**src/rtl/uart_pkg.sv**
```systemverilog
// Definitions shared by the board's UART transmit and receive paths.
package uart_pkg;

   localparam int CLK_DIV_115200 = 868;

   typedef enum logic [1:0] {IDLE, START, DATA, STOP} uart_state_t;

endpackage

```
**src/rtl/uart_tx_fifo.sv**
```systemverilog
// Show-ahead synchronous byte FIFO feeding the UART transmitter.
// full/empty are registered and change the cycle after the accepted edge.
module uart_tx_fifo #(
   parameter int DEPTH = 8,
   parameter int WIDTH = 8
) (
   input  logic             clk,
   input  logic             reset_n,
   input  logic             i_push,
   input  logic [WIDTH-1:0] i_din,
   input  logic             i_pop,
   output logic [WIDTH-1:0] o_dout,
   output logic             o_full,
   output logic             o_empty
);
   localparam int PTR_W = $clog2(DEPTH);
   localparam int CNT_W = PTR_W + 1;

   logic [WIDTH-1:0] r_mem [DEPTH];
   logic [PTR_W-1:0] r_wr_ptr;
   logic [PTR_W-1:0] r_rd_ptr;
   logic [CNT_W-1:0] r_count;
   logic [CNT_W-1:0] w_count_next;
   logic             r_full;
   logic             r_empty;
   logic             w_do_push;
   logic             w_do_pop;

   // The registered full flag gates pushes, so a same-cycle pop never makes room.
   assign w_do_push = i_push && !r_full;
   assign w_do_pop  = i_pop && !r_empty;

   always_comb begin
      w_count_next = r_count;
      case ({w_do_push, w_do_pop})
         2'b10:   w_count_next = r_count + 1'b1;
         2'b01:   w_count_next = r_count - 1'b1;
         default: w_count_next = r_count;
      endcase
   end

   always_ff @(posedge clk or negedge reset_n) begin
      if (!reset_n) begin
         r_wr_ptr <= '0;
         r_rd_ptr <= '0;
         r_count  <= '0;
         r_empty  <= 1'b1;
         r_full   <= 1'b0;
      end else begin
         if (w_do_push) r_wr_ptr <= r_wr_ptr + 1'b1;
         if (w_do_pop)  r_rd_ptr <= r_rd_ptr + 1'b1;
         r_count <= w_count_next;
         r_empty <= (w_count_next == '0);
         r_full  <= (w_count_next == CNT_W'(DEPTH));
      end
   end

   always_ff @(posedge clk) begin
      if (w_do_push) r_mem[r_wr_ptr] <= i_din;
   end

   assign o_dout  = r_mem[r_rd_ptr];
   assign o_full  = r_full;
   assign o_empty = r_empty;

endmodule

```
**src/rtl/uart_tx.sv**
```systemverilog
// 8N1 UART transmitter, LSB first, with a byte FIFO in front of the serialiser.
// Frames are sent back to back with no idle gap while the FIFO holds data.
module uart_tx
   import uart_pkg::*;
#(
   parameter int CLK_DIV    = CLK_DIV_115200,
   parameter int FIFO_DEPTH = 8
) (
   input  logic       clk,
   input  logic       reset_n,
   input  logic [7:0] tx_data,
   input  logic       tx_wr,
   output logic       tx_full,
   output logic       tx_empty,
   output logic       tx_busy,
   output logic       tx_done,
   output logic       tx
);
   localparam int                CNT_W    = (CLK_DIV > 1) ? $clog2(CLK_DIV) : 1;
   localparam logic [CNT_W-1:0]  CNT_LAST = CNT_W'(CLK_DIV - 1);

   uart_state_t      r_state;
   uart_state_t      w_state_next;
   logic [CNT_W-1:0] r_clk_cnt;
   logic [CNT_W-1:0] w_clk_cnt_next;
   logic [2:0]       r_bit_cnt;
   logic [2:0]       w_bit_cnt_next;
   logic [7:0]       r_sh;
   logic [7:0]       w_sh_next;
   logic             r_tx;
   logic             w_tx_next;
   logic             w_pop;
   logic             w_bit_last;
   logic [7:0]       w_fifo_dout;

   uart_tx_fifo #(
      .DEPTH (FIFO_DEPTH),
      .WIDTH (8)
   ) u_fifo (
      .clk     (clk),
      .reset_n (reset_n),
      .i_push  (tx_wr),
      .i_din   (tx_data),
      .i_pop   (w_pop),
      .o_dout  (w_fifo_dout),
      .o_full  (tx_full),
      .o_empty (tx_empty)
   );

   assign w_bit_last = (r_clk_cnt == CNT_LAST);

   always_comb begin
      w_state_next   = r_state;
      w_clk_cnt_next = r_clk_cnt;
      w_bit_cnt_next = r_bit_cnt;
      w_sh_next      = r_sh;
      w_pop          = 1'b0;
      case (r_state)
         IDLE: begin
            if (!tx_empty) begin
               w_pop          = 1'b1;
               w_sh_next      = w_fifo_dout;
               w_bit_cnt_next = '0;
               w_clk_cnt_next = '0;
               w_state_next   = START;
            end
         end
         START: begin
            if (w_bit_last) begin
               w_clk_cnt_next = '0;
               w_state_next   = DATA;
            end else begin
               w_clk_cnt_next = r_clk_cnt + 1'b1;
            end
         end
         DATA: begin
            if (w_bit_last) begin
               w_clk_cnt_next = '0;
               w_sh_next      = {1'b0, r_sh[7:1]};
               if (r_bit_cnt == 3'd7) begin
                  w_state_next = STOP;
               end else begin
                  w_bit_cnt_next = r_bit_cnt + 1'b1;
               end
            end else begin
               w_clk_cnt_next = r_clk_cnt + 1'b1;
            end
         end
         STOP: begin
            if (w_bit_last) begin
               w_clk_cnt_next = '0;
               // Pop straight into the next start bit to keep frames gapless.
               if (!tx_empty) begin
                  w_pop          = 1'b1;
                  w_sh_next      = w_fifo_dout;
                  w_bit_cnt_next = '0;
                  w_state_next   = START;
               end else begin
                  w_state_next = IDLE;
               end
            end else begin
               w_clk_cnt_next = r_clk_cnt + 1'b1;
            end
         end
         default: w_state_next = IDLE;
      endcase

      // The pin level follows the state being entered, so the output register
      // changes on the same edge as the FSM.
      case (w_state_next)
         START:   w_tx_next = 1'b0;
         DATA:    w_tx_next = w_sh_next[0];
         default: w_tx_next = 1'b1;
      endcase
   end

   always_ff @(posedge clk or negedge reset_n) begin
      if (!reset_n) begin
         r_state   <= IDLE;
         r_clk_cnt <= '0;
         r_bit_cnt <= '0;
         r_sh      <= '0;
         r_tx      <= 1'b1;
      end else begin
         r_state   <= w_state_next;
         r_clk_cnt <= w_clk_cnt_next;
         r_bit_cnt <= w_bit_cnt_next;
         r_sh      <= w_sh_next;
         r_tx      <= w_tx_next;
      end
   end

   assign tx      = r_tx;
   assign tx_busy = (r_state != IDLE);
   assign tx_done = (r_state == STOP) && w_bit_last;

endmodule

```
**config.mk**
```make
export PLATFORM = sky130hd
export DESIGN_NAME = uart_tx
export DESIGN_NICKNAME = d
export VERILOG_FILES = /design/src/rtl/uart_pkg.sv /design/src/rtl/uart_tx_fifo.sv /design/src/rtl/uart_tx.sv
export SDC_FILE = /design/constraint.sdc
export NUM_CORES = 1
export LEC_CHECK = 0
export CAP_MARGIN = 20
export CORE_ASPECT_RATIO = 0.6
export CORE_MARGIN = 2
export CORE_UTILIZATION = 61
export DETAILED_ROUTE_END_ITERATION = 10
export PLACE_DENSITY = 0.86
export SLEW_MARGIN = 20
export SYNTH_ARGS = -nofsm -noshare
export SYNTH_HDL_FRONTEND = slang
export SYNTH_HIERARCHICAL = 1
export SYNTH_SLANG_ARGS = --single-unit
```
**constraint.sdc**
```tcl
create_clock -name clk -period 4.26 [get_ports clk]
set_input_delay 0.852 -clock clk [delete_from_list [all_inputs] [get_ports clk]]
set_output_delay 0.852 -clock clk [all_outputs]
set_load 0.02 [all_outputs]
```
== Word-level counts from Yosys, hierarchy flattened ==
Memory sizes are Yosys's and may differ from the RTL's.
Index checks and enable logic that the tools add are counted.
Widths: inputs -> output; s select.

* Bits in registers: 36
* Bits in latches: 0
* Bits in writable memories: 64
* Bits in read-only memories: 0
* Input port bits: 11
* Output and inout port bits: 5
* Word-level logic and storage cells: 70
* Memories: 1

{| class="wikitable"
|+ Memory list
! name !! words !! bits a word !! rd ports !! clocked after Yosys merged registers in !! write ports !! RTL line !! RTL
|-
| u_fifo.r_mem || 8 || 8 || 1 || 0 || 1 || uart_tx_fifo.sv:19 || <nowiki>logic [WIDTH-1:0] r_mem [DEPTH];</nowiki>
|}

* Add/sub/neg operators: 6
* Multiply operators: 0
* Divide/modulo/power cells: 0
* $lt $le $gt $ge: 0
* Eq/ne operators: 14
* Shift operators: 0
* Muxes and demuxes: 26
* Bitwise gates (word level): 0
* Reductions and logical operators: 12

{| class="wikitable"
|+ Operators with widths
! cell !! count
|-
| $mux 8 || 3
|-
| $pmux 8 s3 || 1
|-
| $mux 10 || 2
|-
| $pmux 10 s2 || 1
|-
| $mux 3 || 4
|-
| $add 10x1->10 const B || 1
|-
| $eq 10x10->1 const B || 1
|-
| $mux 2 || 5
|-
| $add 3x1->3 const B || 3
|-
| $pmux 3 s3 || 1
|-
| $eq 2x2->1 const B || 4
|-
| $ne 2x2->1 const B || 4
|-
| $pmux 2 s4 || 1
|-
| $pmux 4 s2 || 1
|-
| $eq 2x1->1 const B || 3
|-
| $mux 1 || 5
|-
| $add 4x1->4 const B || 1
|-
| $eq 4x4->1 const B || 1
|-
| $logic_not 4->1 || 1
|-
| $pmux 1 s2 || 2
|-
| $reduce_and 4->1 || 1
|-
| $sub 4x1->4 const B || 1
|-
| $eq 3x3->1 const B || 1
|-
| $logic_and 1x1->1 || 3
|-
| 6 further kinds || 7
|}

== Logic depth before layout (Yosys ltp) ==
Gate-level depths: netlist of run 1.

* Depth in word-level cells: 7
* Depth in mapped cells: 15
* Mapped depth without buffers: 15

== Modules after synthesis ==
Netlist of run 1, hierarchy kept.

{| class="wikitable"
|+ Modules (own cells, without submodules)
! module !! times used !! cells an instance !! area an instance (µm²) !! seq. area each (µm²)
|-
| uart_tx_fifo || 1 || 164 || 3101.7 || 2223.4
|-
| uart_tx || 1 || 158 || 1565.3 || 601.8
|}

== Worst setup path after synthesis of run 1 ==
No wires, ideal clock.

* Path type: flip-flop to flip-flop
* Start: reg r_state[1]
* End: reg u_fifo.r_full (netlist: u_fifo/o_full)
* Setup time: 0.069 ns
* Arrival time: 3.544 ns
* Data required time: 4.191 ns
* Path slack: 0.647 ns
* Cell stages (with the launch flop): 16
* Buffers on the path: 0
* Period minus slack after synthesis: 3.613 ns
* Cells stage by stage: dfrtp_1 -> ha_1 -> nand4bb_1 -> nor3_1 -> nor2_1 -> nor3_1 -> nand2b_4 -> inv_1 -> nand2_1 -> xnor2_1 -> ha_1 -> a21oi_1 -> or3_4 -> a2111o_1 -> a31o_1 -> nor2b_2

* Word-level cells in the longest chain between the ends: 6
* Elaborated cells between the ends (all ways): 8
* Classes of those cells: 4 x eq/ne; 2 x mux; 2 x reduce/logical

{| class="wikitable"
|+ Ends and longest elaborated chain
! element !! RTL line !! RTL
|-
| start, declared || uart_tx.sv:22 || <nowiki>uart_state_t r_state;</nowiki>
|-
| start signal, assigned || uart_tx.sv:125 || <nowiki>r_state <= w_state_next;</nowiki>
|-
| $eq 2x2->1 or $logic_not 2->1 (tied branches) || uart_tx.sv:58 || <nowiki>case (r_state)</nowiki>
|-
| $pmux 1 s2 (*) || uart_tx.sv:58 ||
|-
| named net w_pop || uart_tx.sv:32 || <nowiki>logic w_pop;</nowiki>
|-
| $logic_and 1x1->1 (*) || uart_tx_fifo.sv:31 || <nowiki>assign w_do_pop = i_pop && !r_empty;</nowiki>
|-
| $eq 2x1->1 or $eq 2x2->1 (tied branches) || uart_tx_fifo.sv:35 || <nowiki>case ({w_do_push, w_do_pop})</nowiki>
|-
| $pmux 4 s2 (*) || uart_tx_fifo.sv:35 ||
|-
| $eq 4x4->1 (*) || uart_tx_fifo.sv:54 || <nowiki>r_full <= (w_count_next == CNT_W'(DEPTH));</nowiki>
|-
| end signal, assigned || uart_tx_fifo.sv:54 ||
|-
| end, declared || uart_tx_fifo.sv:24 || <nowiki>logic r_full;</nowiki>
|}

Mark *: on every way through the listed nets, which the timed path passes. The rest lies on a longest branch.
A chain may end at the register's enable or synchronous reset.

== Worst setup path in the final report of run 1 ==
Same ends and word-level chain as after synthesis.

==> results of run 1 <==
cell usage after synthesis (2+ instances only):
library cell	instances	area, um2
nor2_1	18	67.56
nand3_1	9	45.04
a31oi_1	3	18.77
nand2b_1	5	31.28
o21ai_0	22	110.1
nand4_1	3	18.77
mux4_2	16	360.4
edfxtp_1	64	1922
mux2_2	11	123.9
dfstp_2	2	52.55
xor2_1	2	17.52
clkbuf_1	5	18.77
nor3_1	9	45.04
mux2i_1	10	100.1
buf_2	2	10.01
nor2b_1	3	18.77
ha_1	12	150.1
a22o_1	8	70.07
nand2_1	21	78.83
o31ai_1	3	22.52
o22ai_1	2	12.51
o41ai_1	2	17.52
inv_1	8	30.03
buf_6	3	33.78
xnor2_1	8	70.07
dfrtp_1	34	850.8
nor3b_1	2	15.01
nand3b_1	3	22.52
a22o_2	2	20.02
area by class of cell:
cell class              instances  area, um2  share of cell area [%]
well taps                     104      130.1                   2.504
flip-flops and latches        100       2825                   54.37
clock inverters                 6      80.08                   1.541
multi-input cells             199       1712                   32.94
clock buffers                   9      225.2                   4.334
repair buffers                 21      190.2                   3.660
inverters                       9      33.78                  0.6501
state kept, by name, summed over array words and instances (netlist names):
signal / flops
r_clk_cnt: 10
u_fifo/r_count: 4
r_state: 2
r_sh: 8
r_bit_cnt: 3
u_fifo/r_wr_ptr: 3
u_fifo/o_full: 1
tx: 1
u_fifo/o_empty: 1
u_fifo/r_mem: 64
u_fifo/r_rd_ptr: 3
critical path: stages (launching register included):
cell and delay, ns:
dfrtp_1 0.48, ha_1 0.35, nand4bb_1 0.13, nor3_1 0.28, nor2_1 0.21, nor3_1 0.31, nand2b_4 0.13, inv_1 0.15
nand2_1 0.08, xnor2_1 0.14, ha_1 0.16, a21oi_1 0.05, or3_4 0.35, a2111o_1 0.41, a31o_1 0.24, nor2b_2 0.11
per-layer routing:
layer | GRT usage [%] | vias to the layer above | routed length, um
met4 | 8.627 | 0 | 96
li1 | - | 1271 | -
met3 | 6.768 | 13 | 594
met2 | 38.09 | 122 | 4519
met5 | 0 | - | 0
met1 | 36.04 | 1425 | 4155
power groups by stage:
stage	sequential [W]	combinational (W)	clock, W
finish	0.00150	0.00115	0.000834
floorplan	0.00139	0.000930	0
global route	0.00153	0.00125	0.000882
global placement	0.00149	0.00108	0
CTS	0.00149	0.00115	0.000848
detailed placement	0.00150	0.00113	0
worst paths after layout:
| check | slack, ns | cells past startpoint | to | start |
|---|---|---|---|---|
| hold reg to reg | 0.47 | 1 | u_fifo/r_count[3]$_DFF_PN0_ | u_fifo/r_count[3]$_DFF_PN0_ |
| setup reg to reg | 0.63 | 15 | u_fifo/o_full$_DFF_PN0_ | r_state[1]$_DFF_PN0_ |
| min in group asynchronous | 0.60 | 1 | r_bit_cnt[2]$_DFFE_PN0P_ | reset_n |
| hold / removal | 0.47 | 1 | u_fifo/r_count[3]$_DFF_PN0_ | u_fifo/r_count[3]$_DFF_PN0_ |
| setup / recovery | 0.63 | 15 | u_fifo/o_full$_DFF_PN0_ | r_state[1]$_DFF_PN0_ |
| max in group asynchronous | 3.12 | 1 | u_fifo/o_full$_DFF_PN0_ | reset_n |
cells by family (layout without fill, tap and decap cells):
| logic type | count (synthesis) | after routing | share of synthesized area (%) |
|---|---|---|---|
| buffers and inverters | 23 | 45 | 2.922 |
| multiplexers | 37 | 37 | 12.52 |
| XOR/XNOR | 10 | 10 | 1.877 |
| AND/OR/NAND/NOR | 87 | 87 | 10.72 |
| AO/OA/AOI/OAI | 53 | 53 | 8.204 |
| flip-flops | 100 | 100 | 60.54 |
| adder cells (fa/ha/maj) | 12 | 12 | 3.217 |
stage by stage:
stage                     total power, W  instances
after floorplan                 0.002322        322
after global placement          0.002568        433
after detailed placement        0.002632        433
after CTS                       0.003487        448
after global routing            0.003657        448
final                           0.003486        448
layout by cell type (no fill, tap or decap), types with 2 or more instances in the layout:
| cell type | instances |
|---|---|
| nand2b_1 | 5 |
| nor2_1 | 18 |
| xnor2_1 | 8 |
| mux4_2 | 16 |
| xor2_1 | 2 |
| o21ai_0 | 22 |
| ha_1 | 12 |
| nand4_1 | 3 |
| a22o_2 | 2 |
| dfstp_2 | 2 |
| mux2i_1 | 10 |
| edfxtp_1 | 64 |
| clkbuf_16 | 9 |
| a22o_1 | 8 |
| nor2b_1 | 3 |
| o22ai_1 | 2 |
| clkinv_1 | 2 |
| clkdlybuf4s50_1 | 14 |
| bufinv_16 | 2 |
| a31oi_1 | 3 |
| nand2_1 | 21 |
| o41ai_1 | 2 |
| nor3b_1 | 2 |
| o31ai_1 | 3 |
| nand3b_1 | 3 |
| buf_4 | 6 |
| mux2_2 | 11 |
| nor3_1 | 9 |
| inv_1 | 8 |
| nand3_1 | 9 |
| dfrtp_1 | 34 |
==> results by group, run 1 <==
Place
  • Final GP Congestion: between 0.8 and 0.9
  • Port buffer count: 15
  • Final HPWL DP: roughly 6000 um
  • Placement Cell Area: roughly 0.005 mm2
  • Post-placement setup slack: about 0.67 ns

Hold path
  • HP Class: flop to flop

Die
  • Area of the core: about 0.0073 mm2
  • Cell row count: 24
  • Initial core utilization: 63.70%
  • Die Outline Area: roughly 0.0084 mm2
  • Die Span Y: approximately 70 um
  • X dimension of the die: between 100 and 150 um
  • Number of top-level pins: 16

STA
  • Setup tns final: 0 ns
  • Max-slew violation count: 0
  • Tcrit/Tclk final: 85.21%
  • Finish-stage setup viols: 0
  • Hold_ws: between 0.4 and 0.5 ns
  • Min setup slack post-route: 0.6302 ns
  • Post-layout minimum cycle time: about 3.6 ns
  • Setup repair after global routing missed its margin: no
  • Final hold violation count: 0
  • Worst slew slack as a fraction of its limit: approximately two fifths
  • Skew final: around 0.0068 ns
  • FMAX: ~0.28 GHz
  • Least-Margin Pin Slew: a little under 0.9 ns

Routing
  • Number of iterations in the first detailed-routing pass: 7
  • Vias: ~2800
  • Average wire per cell in the routed design: 20.90 um
  • Final WL: 9365 um
  • DRC viols: 0
  • DRC marker count from the first detailed-route iteration: between 300 and 400
  • Ratio of routed vias to standard cells: ~6.3
  • Post-route ant nets: 0

Pwr
  • Maximum ir drop on the vdd rail: a little over 0.0005 V
  • Net switching fraction of the power: between 30% and 40%
  • Leak Pwr: 1.879 nW
  • Switching Power: approximately 0.0011 W
  • Cell internal power dissipation: roughly 0.0023 W
  • Power share of the clock group: a little under a quarter
  • Combinational Power Share: around a third
  • Power per standard cell area: 670.8 mW/mm2
  • Part of the power in registers: a little over two fifths

Yosys
  • Average size of a mapped cell: between 10 and 15 um2
  • Synth async-reset ratio: between 30 and 40%
  • Syn. warnings: 6
  • Synthesized net count: 345
  • Number of distinct library cell variants in the gate-level netlist after synthesis: 59
  • Cell area after synthesis: approximately 0.0047 mm2
  • Number of synthesized flops with an enable pin: 64
  • Sequential area share after synthesis: between 60% and 70%
  • Syn Inst Count: 322
  • Primary FF master, synth: edfxtp_1
  • Flop and latch count out of synthesis: 100

Final layout
  • Final cell area excluding filler cells: ~0.0052 mm2
  • Number of fill cells in the layout: between 400 and 500
  • End-of-flow core utilization: ~71%
  • Antenna diodes: 0
  • Layout overhead on the synthesized area: 11.34%
  • Layout cell share with drive strength beyond 1: 18.60%
  • Fin nets: approximately 360

Global routing
  • Tot GR Track Use: 25.17%
  • Initial antenna violation count: 0
  • Remaining global-route overflow: 0
  • Largest net degree at the start of global routing: 37
  • Vias in the first global route: between 2000 and 3000
  • First-pass GRT wire length: 15230 um

Clock network
  • Total clock buffers created by CTS: 9
  • Post-CTS setup buffers: 0
  • H-tree levels: 3
  • Clock input transition at the sequential cells of the worst setup and hold paths: 0.06 ns
  • Number of sinks driven by the clock tree: 100
  • CTS max path bufs: 2
  • Later-pin clock latency in the skew report: roughly 0.34 ns
  • Quantity of gates resized following cts: 0
  • Clock tree from TritonCTS: done
  • Hold buffer count at CTS: 0
  • Root Buffer Master: clkbuf_16

Critical path
  • Biggest fanout along the worst timing path: 8
  • Classification of the worst setup path: flop to flop
  • Required time of the critical path: roughly 4.5 ns
  • WP data arrival: ~4 ns
  • Critical path launch point type: flop
  • Nature of the critical path endpoint: flop

Run status
  • Status: completed

Run
  • Max-cap check violation count: 0
(Power assumes the default switching activity.)
==> run 2, diff against run 1 <==
CORE_UTILIZATION = 30   (was 61)
GPL_TIMING_DRIVEN = 0   (was default)
PLACE_DENSITY = 0.52   (was 0.86)
==> results by group, run 2 (same netlist as run 1, synthesis figures left out) <==
Run status
  • Status: completed (unchanged)

Pwr
  • Combinational Power Share: 36.7% (was 33.0%)
  • Switching Power: 0.001169 W (was 0.001148 W)
  • Cell internal power dissipation: 0.002257 W (was 0.002337 W)
  • Power per standard cell area: 633.3 mW/mm2 (was 670.8 mW/mm2)
  • Part of the power in registers: 40.9% (was 43.0%)
  • Maximum ir drop on the vdd rail: 0.0002059 V (was 0.0005055 V)
  • Net switching fraction of the power: 34.12% (was 32.94%)
  • Leak Pwr: 1.915 nW (was 1.879 nW)
  • Power share of the clock group: 22.4% (was 23.9%)

Routing
  • DRC viols: 0 (unchanged)
  • Final WL: 9330 um (was 9365 um)
  • Number of iterations in the first detailed-routing pass: 4 (was 7)
  • Post-route ant nets: 0 (unchanged)
  • DRC marker count from the first detailed-route iteration: 227 (was 322)
  • Average wire per cell in the routed design: 16.69 um (was 20.90 um)
  • Vias: 2716 (was 2831)
  • Ratio of routed vias to standard cells: 4.859 (was 6.319)

STA
  • Setup tns final: 0 ns (unchanged)
  • Final hold violation count: 0 (unchanged)
  • Worst slew slack as a fraction of its limit: 31.75% (was 41.75%)
  • Setup repair after global routing missed its margin: no (unchanged)
  • Skew final: 0.006666 ns (was 0.006753 ns)
  • Post-layout minimum cycle time: 3.764 ns (was 3.630 ns)
  • Least-Margin Pin Slew: 1.020 ns (was 0.8706 ns)
  • Max-slew violation count: 0 (unchanged)
  • Tcrit/Tclk final: 88.36% (was 85.21%)
  • FMAX: 0.2657 GHz (was 0.2755 GHz)
  • Finish-stage setup viols: 0 (unchanged)

Global routing
  • Largest net degree at the start of global routing: 21 (was 37)
  • Vias in the first global route: 2713 (was 2914)
  • Tot GR Track Use: 12.37% (was 25.17%)
  • Initial antenna violation count: 0 (unchanged)
  • Remaining global-route overflow: 0 (unchanged)
  • First-pass GRT wire length: 15270 um (was 15230 um)

Clock network
  • Later-pin clock latency in the skew report: 0.34 ns (about the same)
  • Clock input transition at the sequential cells of the worst setup and hold paths: 0.07 ns (was 0.06 ns)
  • Quantity of gates resized following cts: 0 (unchanged)
  • Number of sinks driven by the clock tree: 100 (unchanged)
  • Post-CTS setup buffers: 0 (unchanged)
  • Total clock buffers created by CTS: 9 (unchanged)
  • CTS max path bufs: 2 (unchanged)
  • Hold buffer count at CTS: 0 (unchanged)
  • Root Buffer Master: clkbuf_16 (unchanged)
  • Clock tree from TritonCTS: done (unchanged)
  • H-tree levels: 3 (unchanged)

Die
  • Initial core utilization: 30.54% (was 63.70%)
  • Number of top-level pins: 16 (unchanged)
  • Area of the core: 0.01528 mm2 (was 0.007327 mm2)
  • Die Outline Area: 0.01660 mm2 (was 0.008390 mm2)
  • X dimension of the die: 165.0 um (was 116.9 um)
  • Cell row count: 35 (was 24)
  • Die Span Y: 100.6 um (was 71.76 um)

Run
  • Max-cap check violation count: 0 (unchanged)

Critical path
  • Worst R2R Path Depth: 15 (unchanged)
  • Nature of the critical path endpoint: flop (unchanged)
  • Start of the worst register-to-register path: r_state[1]$_DFF_PN0_ (unchanged)
  • Classification of the worst setup path: flop to flop (unchanged)
  • Biggest fanout along the worst timing path: 8 (unchanged)
  • WP data arrival: 4.04 ns (was 3.90 ns)
  • Critical path launch point type: flop (unchanged)
  • Reg-to-reg critical path endpoint: u_fifo/o_full$_DFF_PN0_ (unchanged)
  • R2R Setup Slk: 0.50 ns (was 0.63 ns)
  • Required time of the critical path: 4.54 ns (was 4.53 ns)

Final layout
  • Layout overhead on the synthesized area: 15.92% (was 11.34%)
  • Most common cell after layout, fill and taps aside: edfxtp_1 (unchanged)
  • End-of-flow core utilization: 35.40% (was 70.92%)
  • Highest-count cells in the layout ignoring fill and taps: edfxtp_1, dfrtp_1, o21ai_0 (unchanged)
  • Fin nets: 374 (was 363)
  • Number of fill cells in the layout: 1465 (was 492)
  • Footprint of the multi-input gates: 0.001732 mm2 (was 0.001712 mm2)
  • Antenna diodes: 0 (unchanged)
  • Number of flip-flops under the largest register name: 64 (unchanged)
  • Register containing the most flip-flops in the final layout: u_fifo/r_mem (unchanged)
  • Layout cell share with drive strength beyond 1: 20.79% (was 18.60%)
  • Sequential cell area: 0.002825 mm2 (unchanged)
  • Biggest registers after layout: u_fifo/r_mem: 64 flops, r_clk_cnt: 10 flops, r_sh: 8 flops (unchanged)

Place
  • Final GP Congestion: 0.7588 (was 0.8203)
  • Final HPWL DP: 6598 um (was 5953 um)
  • Port buffer count: 15 (unchanged)

Hold path
  • HP Class: input pin to async pin (was flop to flop)
## run 2: changes by cell type in the layout (fill, tap and decap cells not counted), sizes merged
cell,previous run,this run
inv,9,12
clkbuf,9,16
clkinv,3,2
bufinv,2,0
buf,7,12
## run 2: how the worst max path moves through the flow
stage / from / end / slack [ns] / cells after the start
final: r_state[1]$_DFF_PN0_ / u_fifo/o_full$_DFF_PN0_ / 0.50 / 15
after global routing: r_state[1]$_DFF_PN0_ / u_fifo/o_empty$_DFF_PN1_ / 0.11 / 15
after CTS: r_state[1]$_DFF_PN0_ / u_fifo/o_full$_DFF_PN0_ / 0.50 / 15
after detailed placement: r_state[1]$_DFF_PN0_ / u_fifo/o_full$_DFF_PN0_ / 0.54 / 15
after global placement: r_state[1]$_DFF_PN0_ / u_fifo/o_full$_DFF_PN0_ / 0.49 / 15
after floorplan: r_state[1]$_DFF_PN0_ / u_fifo/o_full$_DFF_PN0_ / 0.65 / 15
## run 2: power groups by stage
stage	Sequential [W]	Clock, W	Combinational (W)
3_5_place_dp	0.00142	0	0.00127
3_3_place_gp	0.00141	0	0.00124
4_1_cts	0.00140	0.000797	0.00128
6_report	0.00140	0.000766	0.00126
2_1_floorplan	0.00139	0	0.000930
5_1_grt	0.00143	0.000830	0.00139
## run 2: area by class of cell
type | instances | area share, %
multi-input combinational | 199 | 32.01
clock inverter | 6 | 0.9019
timing repair buffer | 18 | 3.423
clock buffer | 10 | 4.232
sequential | 100 | 52.22
inverter | 9 | 0.6244
tap | 203 | 4.695
buffer | 14 | 1.896
## run 2: through the flow
stage / setup WS (ns) / power (W) / instance area (um2) / hold WS, ns / cells
finish: 0.4959 / 0.003426 / 5410 / 0.4534 / 559
global route: 0.1084 / 0.003653 / 5410 / 0.4735 / 559
CTS: 0.4996 / 0.003477 / 5410 / 0.4610 / 559
detailed placement: 0.5445 / 0.002695 / 5132 / 0.4898 / 543
global placement: 0.4881 / 0.002645 / 5071 / 0.4644 / 540
floorplan: 0.6470 / 0.002322 / 4667 / 0.4460 / 322
## run 2: critical path: stages (launching register included)
cell	delay [ns]
dfrtp_1	0.48
ha_1	0.33
nand4bb_1	0.13
nor3_1	0.34
nor2_1	0.23
nor3_1	0.36
nand2b_4	0.13
inv_1	0.16
nand2_1	0.08
xnor2_1	0.15
ha_1	0.16
a21oi_1	0.04
or3_4	0.35
a2111o_1	0.42
a31o_1	0.24
nor2b_2	0.10
## run 2: layer usage
metal / up-vias / part of all wire (%) / global-route usage, % / wire (um)
li1: 1294 / - / - / -
met1: 1376 / 54 / 19.33 / 5050
met2: 37 / 42 / 16.79 / 3924
met3: 9 / 2.7 / 3.085 / 254
met4: 0 / 1.1 / 3.411 / 102
met5: - / 0 / 0 / 0
